===== config.mk =====
export PLATFORM = sky130hd
export DESIGN_NAME = mem_port_arbiter
export DESIGN_NICKNAME = d
export VERILOG_FILES = /design/src/rtl/mem_port_arbiter.sv
export SDC_FILE = /design/constraint.sdc
export NUM_CORES = 1
export LEC_CHECK = 0
export ABC_AREA = 1
export CAP_MARGIN = 5
export CORE_MARGIN = 2
export CORE_UTILIZATION = 35
export CTS_CLUSTER_SIZE = 14
export DETAILED_ROUTE_END_ITERATION = 10
export HOLD_SLACK_MARGIN = 0.15
export PLACE_DENSITY = 0.69
export SYNTH_ARGS = -nofsm -noshare
export SYNTH_HDL_FRONTEND = slang
export SYNTH_SLANG_ARGS = --single-unit

===== constraint.sdc =====
create_clock -name clk_i -period 1.5 [get_ports clk_i]
set_input_delay 0.45 -clock clk_i [delete_from_list [all_inputs] [get_ports clk_i]]
set_output_delay 0.45 -clock clk_i [all_outputs]
set_load 0.03 [all_outputs]

===== src/rtl/mem_port_arbiter.sv =====
// mem_port_arbiter: shares one multi-cycle backing-memory port between the
// instruction-fetch side (I, read-only) and the data side (D, read/write).
// Each access runs IDLE -> SERVE_x -> RESP -> IDLE, so an access takes at
// least three cycles and accesses are never overlapped.
// Optional build macro MEM_ARB_RR_EN: round-robin arbitration between I and D
// using a last-grant register. Without it, D always wins over I.
//
// state   | meaning
// --------+----------------------------------------------------------
// IDLE    | no access in flight; arbitrate and launch on any request
// SERVE_I | I-side access on the memory port, waiting for mem_ack_i
// SERVE_D | D-side access on the memory port, waiting for mem_ack_i
// RESP    | one-cycle completion pulse to the side that was served
module mem_port_arbiter #(
  parameter int ADDR_W = 32,
  parameter int DATA_W = 32
) (
  input  logic              clk_i,
  input  logic              rst_i,
  input  logic              i_req_i,
  input  logic [ADDR_W-1:0] i_addr_i,
  output logic [DATA_W-1:0] i_rdata_o,
  output logic              i_ack_o,
  input  logic              d_req_i,
  input  logic              d_we_i,
  input  logic [ADDR_W-1:0] d_addr_i,
  input  logic [DATA_W-1:0] d_wdata_i,
  output logic [DATA_W-1:0] d_rdata_o,
  output logic              d_ack_o,
  output logic              mem_req_o,
  output logic              mem_we_o,
  output logic [ADDR_W-1:0] mem_addr_o,
  output logic [DATA_W-1:0] mem_wdata_o,
  input  logic [DATA_W-1:0] mem_rdata_i,
  input  logic              mem_ack_i,
  output logic              stall_o,
  output logic              busy_o
);

  typedef enum logic [1:0] {
    IDLE    = 2'd0,
    SERVE_I = 2'd1,
    SERVE_D = 2'd2,
    RESP    = 2'd3
  } state_t;

  state_t state, state_nxt;
  logic   any_req;
  logic   grant_d;
  logic   resp_d;

  assign any_req = i_req_i | d_req_i;

`ifdef MEM_ARB_RR_EN
  // last_d = 1 when D held the most recent grant; reset value hands the
  // first contention to D.
  logic last_d;

  // Remember which side won each arbitration round.
  always_ff @(posedge clk_i or negedge rst_i) begin
    if (!rst_i) begin
      last_d <= 1'b0;
    end else if (state == IDLE && any_req) begin
      last_d <= grant_d;
    end
  end

  assign grant_d = d_req_i & (~i_req_i | ~last_d);
`else
  assign grant_d = d_req_i;
`endif

  // State register; reset abandons any in-flight access immediately.
  always_ff @(posedge clk_i or negedge rst_i) begin
    if (!rst_i) begin
      state <= IDLE;
    end else begin
      state <= state_nxt;
    end
  end

  // Next-state logic; mem_ack_i only matters while an access is in flight.
  always_comb begin
    state_nxt = state;
    case (state)
      IDLE: begin
        if (any_req) begin
          state_nxt = grant_d ? SERVE_D : SERVE_I;
        end
      end
      SERVE_I, SERVE_D: begin
        if (mem_ack_i) begin
          state_nxt = RESP;
        end
      end
      RESP: begin
        state_nxt = IDLE;
      end
      default: begin
        state_nxt = IDLE;
      end
    endcase
  end

  // Memory-port registers, read-data capture and served-side tracking.
  always_ff @(posedge clk_i or negedge rst_i) begin
    if (!rst_i) begin
      mem_req_o   <= 1'b0;
      mem_we_o    <= 1'b0;
      mem_addr_o  <= '0;
      mem_wdata_o <= '0;
      i_rdata_o   <= '0;
      d_rdata_o   <= '0;
      resp_d      <= 1'b0;
    end else begin
      case (state)
        IDLE: begin
          if (any_req) begin
            mem_req_o <= 1'b1;
            resp_d    <= grant_d;
            if (grant_d) begin
              mem_we_o    <= d_we_i;
              mem_addr_o  <= d_addr_i;
              mem_wdata_o <= d_wdata_i;
            end else begin
              mem_we_o   <= 1'b0;
              mem_addr_o <= i_addr_i;
            end
          end
        end
        SERVE_I: begin
          if (mem_ack_i) begin
            mem_req_o <= 1'b0;
            i_rdata_o <= mem_rdata_i;
          end
        end
        SERVE_D: begin
          if (mem_ack_i) begin
            mem_req_o <= 1'b0;
            if (!mem_we_o) begin
              d_rdata_o <= mem_rdata_i;
            end
          end
        end
        default: begin
        end
      endcase
    end
  end

  assign i_ack_o = (state == RESP) & ~resp_d;
  assign d_ack_o = (state == RESP) &  resp_d;
  assign busy_o  = (state != IDLE);
  assign stall_o = (i_req_i & ~i_ack_o) | (d_req_i & ~d_ack_o);

endmodule

==> flow_summary.toml, run 1 <==
[global_routing]
grt_overflow = 0
antenna_found_initial = 0
grt_pass1_wl_mm = 25.5
track_usage_pct = 19.1
grt_pass1_vias = 5074
grt_max_degree = 39

[yosys]
avgSynthCellArea_um2 = 8.43
syn_area_um2 = 5600
ys_ff_latch = 133
synth_ff_type = "dfrtp_1"
ys_async_sr_fraction_pct = 100
syn-num-nets = 803
syn_inst = 664
synth.most_common_cell = "nand2_1"
synthTopCellsByArea = "dfrtp_1 59%, nand2_1 23%, nand3_1 3.2%"
synth_seq_area_share_pct = 59.5
synth_top_area_share_pct = 59.5
synth_edf_count = 0
synth_top_area_cell = "dfrtp_1"
synth_cell_type_count = 18
synthTopCellsByCount = "339 x nand2_1, 133 x dfrtp_1, 39 x inv_1"
ys_warn_count = 0

[pwr]
irDropWorstVdd_mv = 1.28
power.leakage_uw = 0.00492
total_power_uw = 21300
power-per-cell-area_nw_per_um2 = 2260

[setup_path]
worstPathRequired_ns = 1.05
endpoint_kind = "primary output"
r2r_start = "state[1]"
crit_arrival_ns = 1.41
path_cells = "ha_4, nand2_1, inv_2, buf_4, buf_6"
regToRegSetupSlack_ns = 0.06
reg2reg_to = "d_rdata_o[7]"
reg2reg_depth = 7
path_buf_inv = 3
cp_slowest_cell = "dfrtp_1"
worst_setup_path_start_kind = "flip-flop"
criticalPathCategory = "reg -> out"
slowest_delay_ns = 0.41
crit_fanout = 2
crit_family = "flip-flops"

[die]
rows = 46
die_area_um2 = 17000
start_util_pct = 35.5
ios = 268
die_w_um = 130
dieHeight_um = 130
core_area_um2 = 15800

[place]
gp_congestion = 0.800
postPlaceCellArea_um2 = 8930
portBuffers = 267
hpwl_mm = 11.7
dp_slack_ns = -0.256

[job]
maxCapViolations = 0

[hold_path]
hold_end = "mem_addr_o[1]"
hp-class = "in -> reg"
whs_path_depth = 5
hold_path.startpoint = "d_req_i"

[clock_tree]
numCtsBuffers = 17
cts.sinks = 133
tritoncts = "yes"
htreeDepth = 4
clock-root-buffer = "clkbuf_16"
clock_latency_ns = 0.40
clkSlewWorstSetupHoldPaths_ns = 0.05
clk_path_buf_depth = 2

[final_layout]
antenna_cells = 0
drive_gt1_share_pct = 23.1
fin_nets = 1092
multi_input_area_um2 = 2000
fillers = 1439
final_cell_area_um2 = 9410
post-route-util_pct = 59.7
syn2layout_area_growth_pct = 68.2
seq_area_um2 = 3330

[sta]
setup_viol = 4
drv_slew = 0
timing.final.hold_violations = 0
fmax_mhz = 538
slew_headroom_pct = 75.5
rsz0062_at_grt = "true"
fin_worst_skew_ns = 0.00480
fin_ws_ns = -0.360
setup_tns_ns = -1.26
fin_crit_ns = 1.86
fin_crit_sh_pct = 124
worst_slew_pin_slew_ns = 0.367

[detailed_routing]
first_pass_iters = 4
dr_total_vias = 5210
viasPerCell = 4.42
ant_nets = 0
wirelength_mm = 16.5
drt-wirelength-per-cell_um = 14.0
drc = 0
drt_iter0_drc = 235

[run_status]
violations = "negative setup slack"
outcome = "complete, but fails checks"
worst max path at each step:
stage,startpoint,cells after the start,to,slack (ns)
finish,state[1],5,d_ack_o,-0.36
global route,state[1],5,stall_o,-0.43
CTS,state[1],5,stall_o,-0.37
detailed placement,i_req_i,4,stall_o,-0.26
global placement,i_req_i,4,stall_o,-0.26
floorplan,d_req_i,4,stall_o,0.02
kinds of logic (layout without fill, tap and decap cells):
kind of cell    Yosys count  count (layout)  share of synthesized area [%]
fa+ha+maj                 5               5                           1.12
flops                   133             133                           59.5
buf+inv                  78             378                           6.59
compound gates           68              68                           6.08
simple gates            380             380                           26.8
stage by stage:
step | hold slack (ns) | std cells
2_1_floorplan | 0.154 | 664
3_3_place_gp | 0.378 | 1144
3_5_place_dp | 0.382 | 1144
4_1_cts | 0.444 | 1175
5_1_grt | 0.481 | 1180
6_report | 0.463 | 1180
what timing repair did:
action	4_1_cts	5_1_grt
pin swaps	4	5
gates resized for setup	276	19
setup endpoints to repair	94	15
cloned	0	3
hold endpoints to repair	24	0
setup buffers	0	2
hold buffers	1	0
worst min-delay path, delay by kind of cell:
family,cells,cell delay (ns)
AND/OR/NAND/NOR,4,0.23
buffers and inverters,1,0.14
final cells by class:
cell class | instances | share of cell area, %
Tap cell | 216 | 2.87
Clock inverter | 9 | 0.864
Sequential cell | 133 | 35.4
Timing Repair Buffer | 306 | 32.9
Clock buffer | 21 | 4.89
Multi-Input combinational cell | 453 | 21.2
Inverter | 42 | 1.83
layer usage:
layer / up-vias / wire (um) / track usage, % / part of all wire (%)
met2: 165 / 7960 / 30.5 / 48
li1: 2633 / - / - / -
met1: 2390 / 7000 / 24.5 / 42
met3: 22 / 1200 / 6.03 / 7.3
met4: 0 / 307 / 7.38 / 1.9
met5: - / 0 / 0 / 0
cell usage in the layout, fill, tap and decap left out, types with 20 or more instances in the layout:
master and n:
buf_12 43, buf_2 54, buf_4 69, clkbuf_16 20
clkdlybuf4s50_1 131, dfrtp_1 133, inv_1 35, nand2_1 335
nand3_1 36, o21ai_0 33, o21ai_1 31
state kept, by name, summed over array words and instances (netlist names):
register	flops
mem_addr_o	32
i_rdata_o	32
mem_wdata_o	32
mem_req_o	1
mem_we_o	1
state	2
resp_d	1
d_rdata_o	32
report_power, final:
group	internal, uW	leakage [uW]	total [uW]	switching [uW]
logic	4610	0.00299	11100	6530
registers	5260	0.00167	6380	1120
clock network	2340	0.000261	3790	1460
total	12200	0.00492	21300	9110
(Power assumes the default switching activity.)
==> inputs of run 2 (changes only) <==
--- a/config.mk
+++ b/config.mk
@@ -9,9 +9,9 @@
 export CAP_MARGIN = 5
 export CORE_MARGIN = 2
-export CORE_UTILIZATION = 35
+export CORE_UTILIZATION = 41
 export CTS_CLUSTER_SIZE = 14
 export DETAILED_ROUTE_END_ITERATION = 10
 export HOLD_SLACK_MARGIN = 0.15
-export PLACE_DENSITY = 0.69
+export PLACE_DENSITY = 0.88
 export SYNTH_ARGS = -nofsm -noshare
 export SYNTH_HDL_FRONTEND = slang
==> constraint.sdc (replaced) <==
create_clock -name clk_i -period 1.5 [get_ports clk_i]
set_input_delay 0.225 -clock clk_i [delete_from_list [all_inputs] [get_ports clk_i]]
set_output_delay 0.225 -clock clk_i [all_outputs]
set_load 0.03 [all_outputs]
==> flow_summary.toml, run 2 (synthesis results as in run 1) <==
[final_layout]
final_cells = 1127
seq_area_um2 = 3330
drive_gt1_share_pct = 7.89
layout_commonest_cell = "nand2_1"
layout_common_cells = "336 x nand2_1, 133 x dfrtp_1, 131 x clkdlybuf4s50_1, 129 x dlygate4sd2_1"
fillers = 1093
syn2layout_area_growth_pct = 62.4
antenna_cells = 0
multi_input_area_um2 = 1940
fin_nets = 1077
post-route-util_pct = 68.4

[global_routing]
track_usage_pct = 22.9
grt_pass1_wl_mm = 26.0
grt_pass1_vias = 5218
antenna_found_initial = 0
grt_overflow = 0
grt_max_degree = 71

[clock_tree]
tritoncts = "yes"
clock_latency_ns = 0.41
cts.sinks = 133
clk_path_buf_depth = 2
htreeDepth = 4
clkSlewWorstSetupHoldPaths_ns = 0.06
numCtsBuffers = 17
clock-root-buffer = "clkbuf_16"

[hold_path]
hold_path.startpoint = "d_req_i"
hp-class = "in -> reg"

[place]
hpwl_mm = 11.4
placedCellCount = 1082
portBuffers = 267
gp_congestion = 0.842

[job]
maxCapViolations = 0

[setup_path]
endpoint_kind = "primary output"
crit_fanout = 2
slowest_delay_ns = 0.39
crit_arrival_ns = 1.38
path_cells = "ha_2, nand2_1, inv_2, o21ai_2, buf_6"
worst_setup_path_start_kind = "flip-flop"
r2r_start = "state[1]"
cp_slowest_cell = "dfrtp_1"
worstPathRequired_ns = 1.27
cp-startpoint = "state[1]"
criticalPathCategory = "reg -> out"

[die]
start_util_pct = 42.1
core_area_um2 = 13300
dieHeight_um = 121
rows = 42
die_w_um = 121
ios = 268
die_area_um2 = 14600

[detailed_routing]
drt_iter0_drc = 379
drt-wirelength-per-cell_um = 14.8
viasPerCell = 4.71
first_pass_iters = 4
wirelength_mm = 16.6
dr_total_vias = 5312
drc = 0
ant_nets = 0

[sta]
timing.final.hold_violations = 0
setup_tns_ns = -2.07
slew_headroom_pct = 75.1
fmax_mhz = 623
drv_slew = 0
fin_crit_sh_pct = 107
fin_ws_ns = -0.105
rsz0062_at_grt = "true"
worst_slew_pin_slew_ns = 0.374
setup_viol = 38
fin_crit_ns = 1.60
fin_worst_skew_ns = 0.00726

[run_status]
outcome = "complete, but fails checks"
violations = "negative setup slack"

[pwr]
irDropWorstVdd_mv = 1.44
power-per-cell-area_nw_per_um2 = 2220
power.leakage_uw = 0.00489
run 2: cell types whose count changed in the layout (fill, tap and decap cells not counted), sizes merged:
cell	change
buf	-145
clkbuf	-4
clkdlybuf4s15	+1
clkinv	-2
clkinvlp	+3
dlygate4sd2	+129
inv	+5
run 2: layer usage:
metal / routed length [um] / track usage, %
met4: 251 / 9.38
met1: 6600 / 26.3
met2: 8640 / 39.6
met5: 0 / 0
met3: 1130 / 7.08
run 2: worst paths after layout:
| kind | to | slack (ns) | depth (start not counted) |
|---|---|---|---|
| setup / recovery | stall_o | -0.10 | 5 |
| hold / removal | resp_d | 0.24 | 3 |
| setup reg to reg | mem_addr_o[1] | -0.08 | 10 |
| hold reg to reg | mem_addr_o[18] | 0.46 | 2 |
| max in group asynchronous | mem_wdata_o[15] | 0.80 | 3 |
| min in group asynchronous | mem_addr_o[13] | 0.37 | 3 |
run 2: timing repair:
item,4_1_cts,5_1_grt
endpoints found under the hold margin,133,0
setup buffers,5,3
hold buffers,1,0
resized for setup,144,8
gates cloned,1,3
pin swaps,4,0
setup endpoints to repair,135,58
run 2: area by class of cell:
type	instances	share of cell area, %
sequential	133	36.6
clock inverter	13	1.36
timing repair inverter	2	0.193
timing repair buffer	289	31.3
clock buffer	19	4.87
inverter	42	1.93
tap	176	2.42
multi-input combinational	453	21.3
run 2: critical path: cells and delay by family (launching register included):
kind / cells / cell delay, ns
flip-flops: 1 / 0.39
adder cells (fa/ha/maj): 1 / 0.20
buffers and inverters: 2 / 0.20
AO/OA/AOI/OAI: 1 / 0.12
AND/OR/NAND/NOR: 1 / 0.07
run 2: stage by stage:
stage               instance area [um^2]  total power, uW  hold slack, ns  setup slack (ns)
floorplan                           5600            12100         -0.0706            0.0615
global placement                    8460            16500           0.240            0.0585
detailed placement                  8460            16800           0.246            0.0160
CTS                                 8970            19900           0.214            -0.154
global route                        9090            21400           0.242            -0.179
finish                              9090            20100           0.239            -0.105
run 2: where the power goes:
| group | total, uW | switching (uW) | internal, uW | leakage, uW |
|---|---|---|---|---|
| registers | 6120 | 872 | 5250 | 0.00167 |
| logic | 10100 | 6620 | 3460 | 0.00296 |
| clock network | 3940 | 1600 | 2340 | 0.000259 |
==> inputs of run 3 (changes only) <==
Settings changed: ABC_AREA 1 to default, CORE_UTILIZATION 41 to 40, PLACE_DENSITY 0.88 to 0.87.
==> flow_summary.toml, run 3 <==
[yosys]
synth_seq_area_share_pct = 61.5
yosys.area_share.adder_pct = 1.16
synth_ff_type = "dfrtp_1"
syn_inst = 375
synth.mux.area_fraction_pct = 26.5
ys_ff_latch = 133
synth.most_common_cell = "dfrtp_1"
avgSynthCellArea_um2 = 14.4
synth_simple_gate_area_share_pct = 3.31
syn_area_um2 = 5410
synth_top_area_cell = "dfrtp_1"
synth_top_area_share_pct = 61.5
synth_xor_xnor_area_share_pct = 0
syn-num-nets = 514
ys_async_sr_fraction_pct = 100
ys_warn_count = 0
synth_top_family_by_area = "multiplexers"
synth_edf_count = 0
synthTopCellsByCount = "133 x dfrtp_1, 96 x mux2_2, 36 x nand2_1"
synth_compound_area_share_pct = 4.00
synthTopCellsByArea = "dfrtp_1 62%, mux2_2 20%, mux2i_1 6.5%"
synth_cell_type_count = 25

[setup_path]
criticalPathCategory = "reg -> out"
crit_fanout = 3
cp_slowest_cell = "dfrtp_2"
worstPathRequired_ns = 1.27
path_cells = "ha_4, nor2b_4, nor2_2, a2bb2oi_2, buf_6"
worst_setup_path_start_kind = "flip-flop"
slowest_delay_ns = 0.44
endpoint_kind = "primary output"
crit_arrival_ns = 1.57

[global_routing]
grt_pass1_wl_mm = 23.3
grt_pass1_vias = 4543
track_usage_pct = 21.0
antenna_found_initial = 0
grt_max_degree = 51
grt_overflow = 0

[clock_tree]
htreeDepth = 4
clock-root-buffer = "clkbuf_16"
clkSlewWorstSetupHoldPaths_ns = 0.05
cts.sinks = 133
clk_path_buf_depth = 2
clock_latency_ns = 0.41
tritoncts = "yes"
numCtsBuffers = 17

[sta]
drv_slew = 0
rsz0062_at_grt = "true"
setup_viol = 130
slew_headroom_pct = 74.1
timing.final.hold_violations = 0
fin_worst_skew_ns = 0.00717
fin_crit_ns = 1.79
worst_slew_pin_slew_ns = 0.388
hold_slack_ns = 0.270
fin_crit_sh_pct = 119
fin_ws_ns = -0.290
fmax_mhz = 559

[detailed_routing]
drt_iter0_drc = 168
drt-wirelength-per-cell_um = 19.6
dr_total_vias = 4293
first_pass_iters = 4
drc = 0
wirelength_mm = 17.2
ant_nets = 0
viasPerCell = 4.91

[job]
maxCapViolations = 0

[final_layout]
final_cell_area_um2 = 9800
layout_commonest_cell = "dfrtp_1"
fin_nets = 828
layout_common_cells = "132 x dfrtp_1, 131 x clkdlybuf4s50_1, 129 x dlygate4sd2_1, 68 x mux2_4, 35 x mux2i_1"
drive_gt1_share_pct = 32.8
syn2layout_area_growth_pct = 81.1
antenna_cells = 0
fillers = 852

[die]
rows = 42
die_area_um2 = 14500
die_w_um = 120
ios = 268
start_util_pct = 40.8
dieHeight_um = 120
core_area_um2 = 13200

[pwr]
power.leakage_uw = 0.00480
irDropWorstVdd_mv = 1.46
power-per-cell-area_nw_per_um2 = 2340

[place]
hpwl_mm = 10.6
gp_congestion = 0.818
portBuffers = 267
dp_slack_ns = -0.0603
postPlaceCellArea_um2 = 8360

[hold_path]
hp-class = "in -> async"

[run_status]
violations = "negative setup slack"
outcome = "complete, but fails checks"
==> run 3: cell count changes after synthesis, sizes merged, moves of 2 or more <==
cell / change
buf: -18
nor2b: +2
nand3: -36
mux2i: +35
o21ai: -34
clkbuf: +2
nand2: -302
nor2: -2
inv: -38
mux2: +96
==> run 3: what timing repair did <==
action	in CTS	in global routing
resized for setup	148	178
pin swaps	2	19
cloned	4	12
hold buffers	1	0
setup buffers	4	14
endpoints found under the setup margin	160	125
endpoints found under the hold margin	133	0
==> run 3: cell type report <==
cell class                 instances  area (um^2)  area share, %
inverter                           4         20.0          0.204
clock inverter                     6         57.6          0.587
sequential                       133         3330           34.0
timing repair buffer             315         3290           33.6
clock buffer                      23          448           4.57
tap                              176          220           2.25
multi-input combinational        218         2430           24.8
==> run 3: path summary, 6_finish.rpt <==
| kind | start | endpoint | slack [ns] | cells after the start |
|---|---|---|---|---|
| setup / recovery | state[1] | stall_o | -0.29 | 5 |
| hold / removal | rst_i | mem_addr_o[30] | 0.27 | 2 |
| setup reg to reg | state[0] | d_rdata_o[4] | -0.24 | 8 |
| hold reg to reg | mem_addr_o[27] | mem_addr_o[27] | 0.48 | 2 |
| max in group asynchronous | rst_i | state[1] | 0.59 | 3 |
| min in group clk_i | d_req_i | mem_we_o | 0.31 | 2 |
==> run 3: logic make-up (layout without fill, tap and decap cells) <==
group | after synthesis | after routing
mux | 131 | 131
simple gates | 43 | 43
compound gates | 39 | 39
fa+ha+maj | 5 | 5
flops | 133 | 133
buf+inv | 24 | 348
==> run 3: power by group <==
part	internal, uW	switching [uW]
Clock	2230	1420
Sequential	5430	1120
Combinational	5810	6910
Total	13500	9450
==> run 3: critical path: cells and delay by family, from the launching register on <==
family / cells / cell delay, ns
adder cells (fa/ha/maj): 1 / 0.18
flip-flops: 1 / 0.44
AND/OR/NAND/NOR: 2 / 0.24
AO/OA/AOI/OAI: 1 / 0.16
buffers and inverters: 1 / 0.15
==> run 3: through the flow <==
stage	std cells	total power (uW)	utilization [%]	setup TNS, ns
floorplan	375	12700	-	0
global placement	814	17400	63.1	-0.0136
detailed placement	814	17700	63.1	-2.39
CTS	851	20500	67.2	-1.55
global route	875	24000	74.0	-17.11
finish	875	22900	74.0	-11.65
==> run 3: per-layer routing <==
layer	vias up	GRT usage, %	share of wire (%)
met5	-	0	0
met4	0	8.50	2.3
met3	31	7.50	7.3
met2	185	37.4	53
met1	2133	22.6	37
li1	1944	-	-
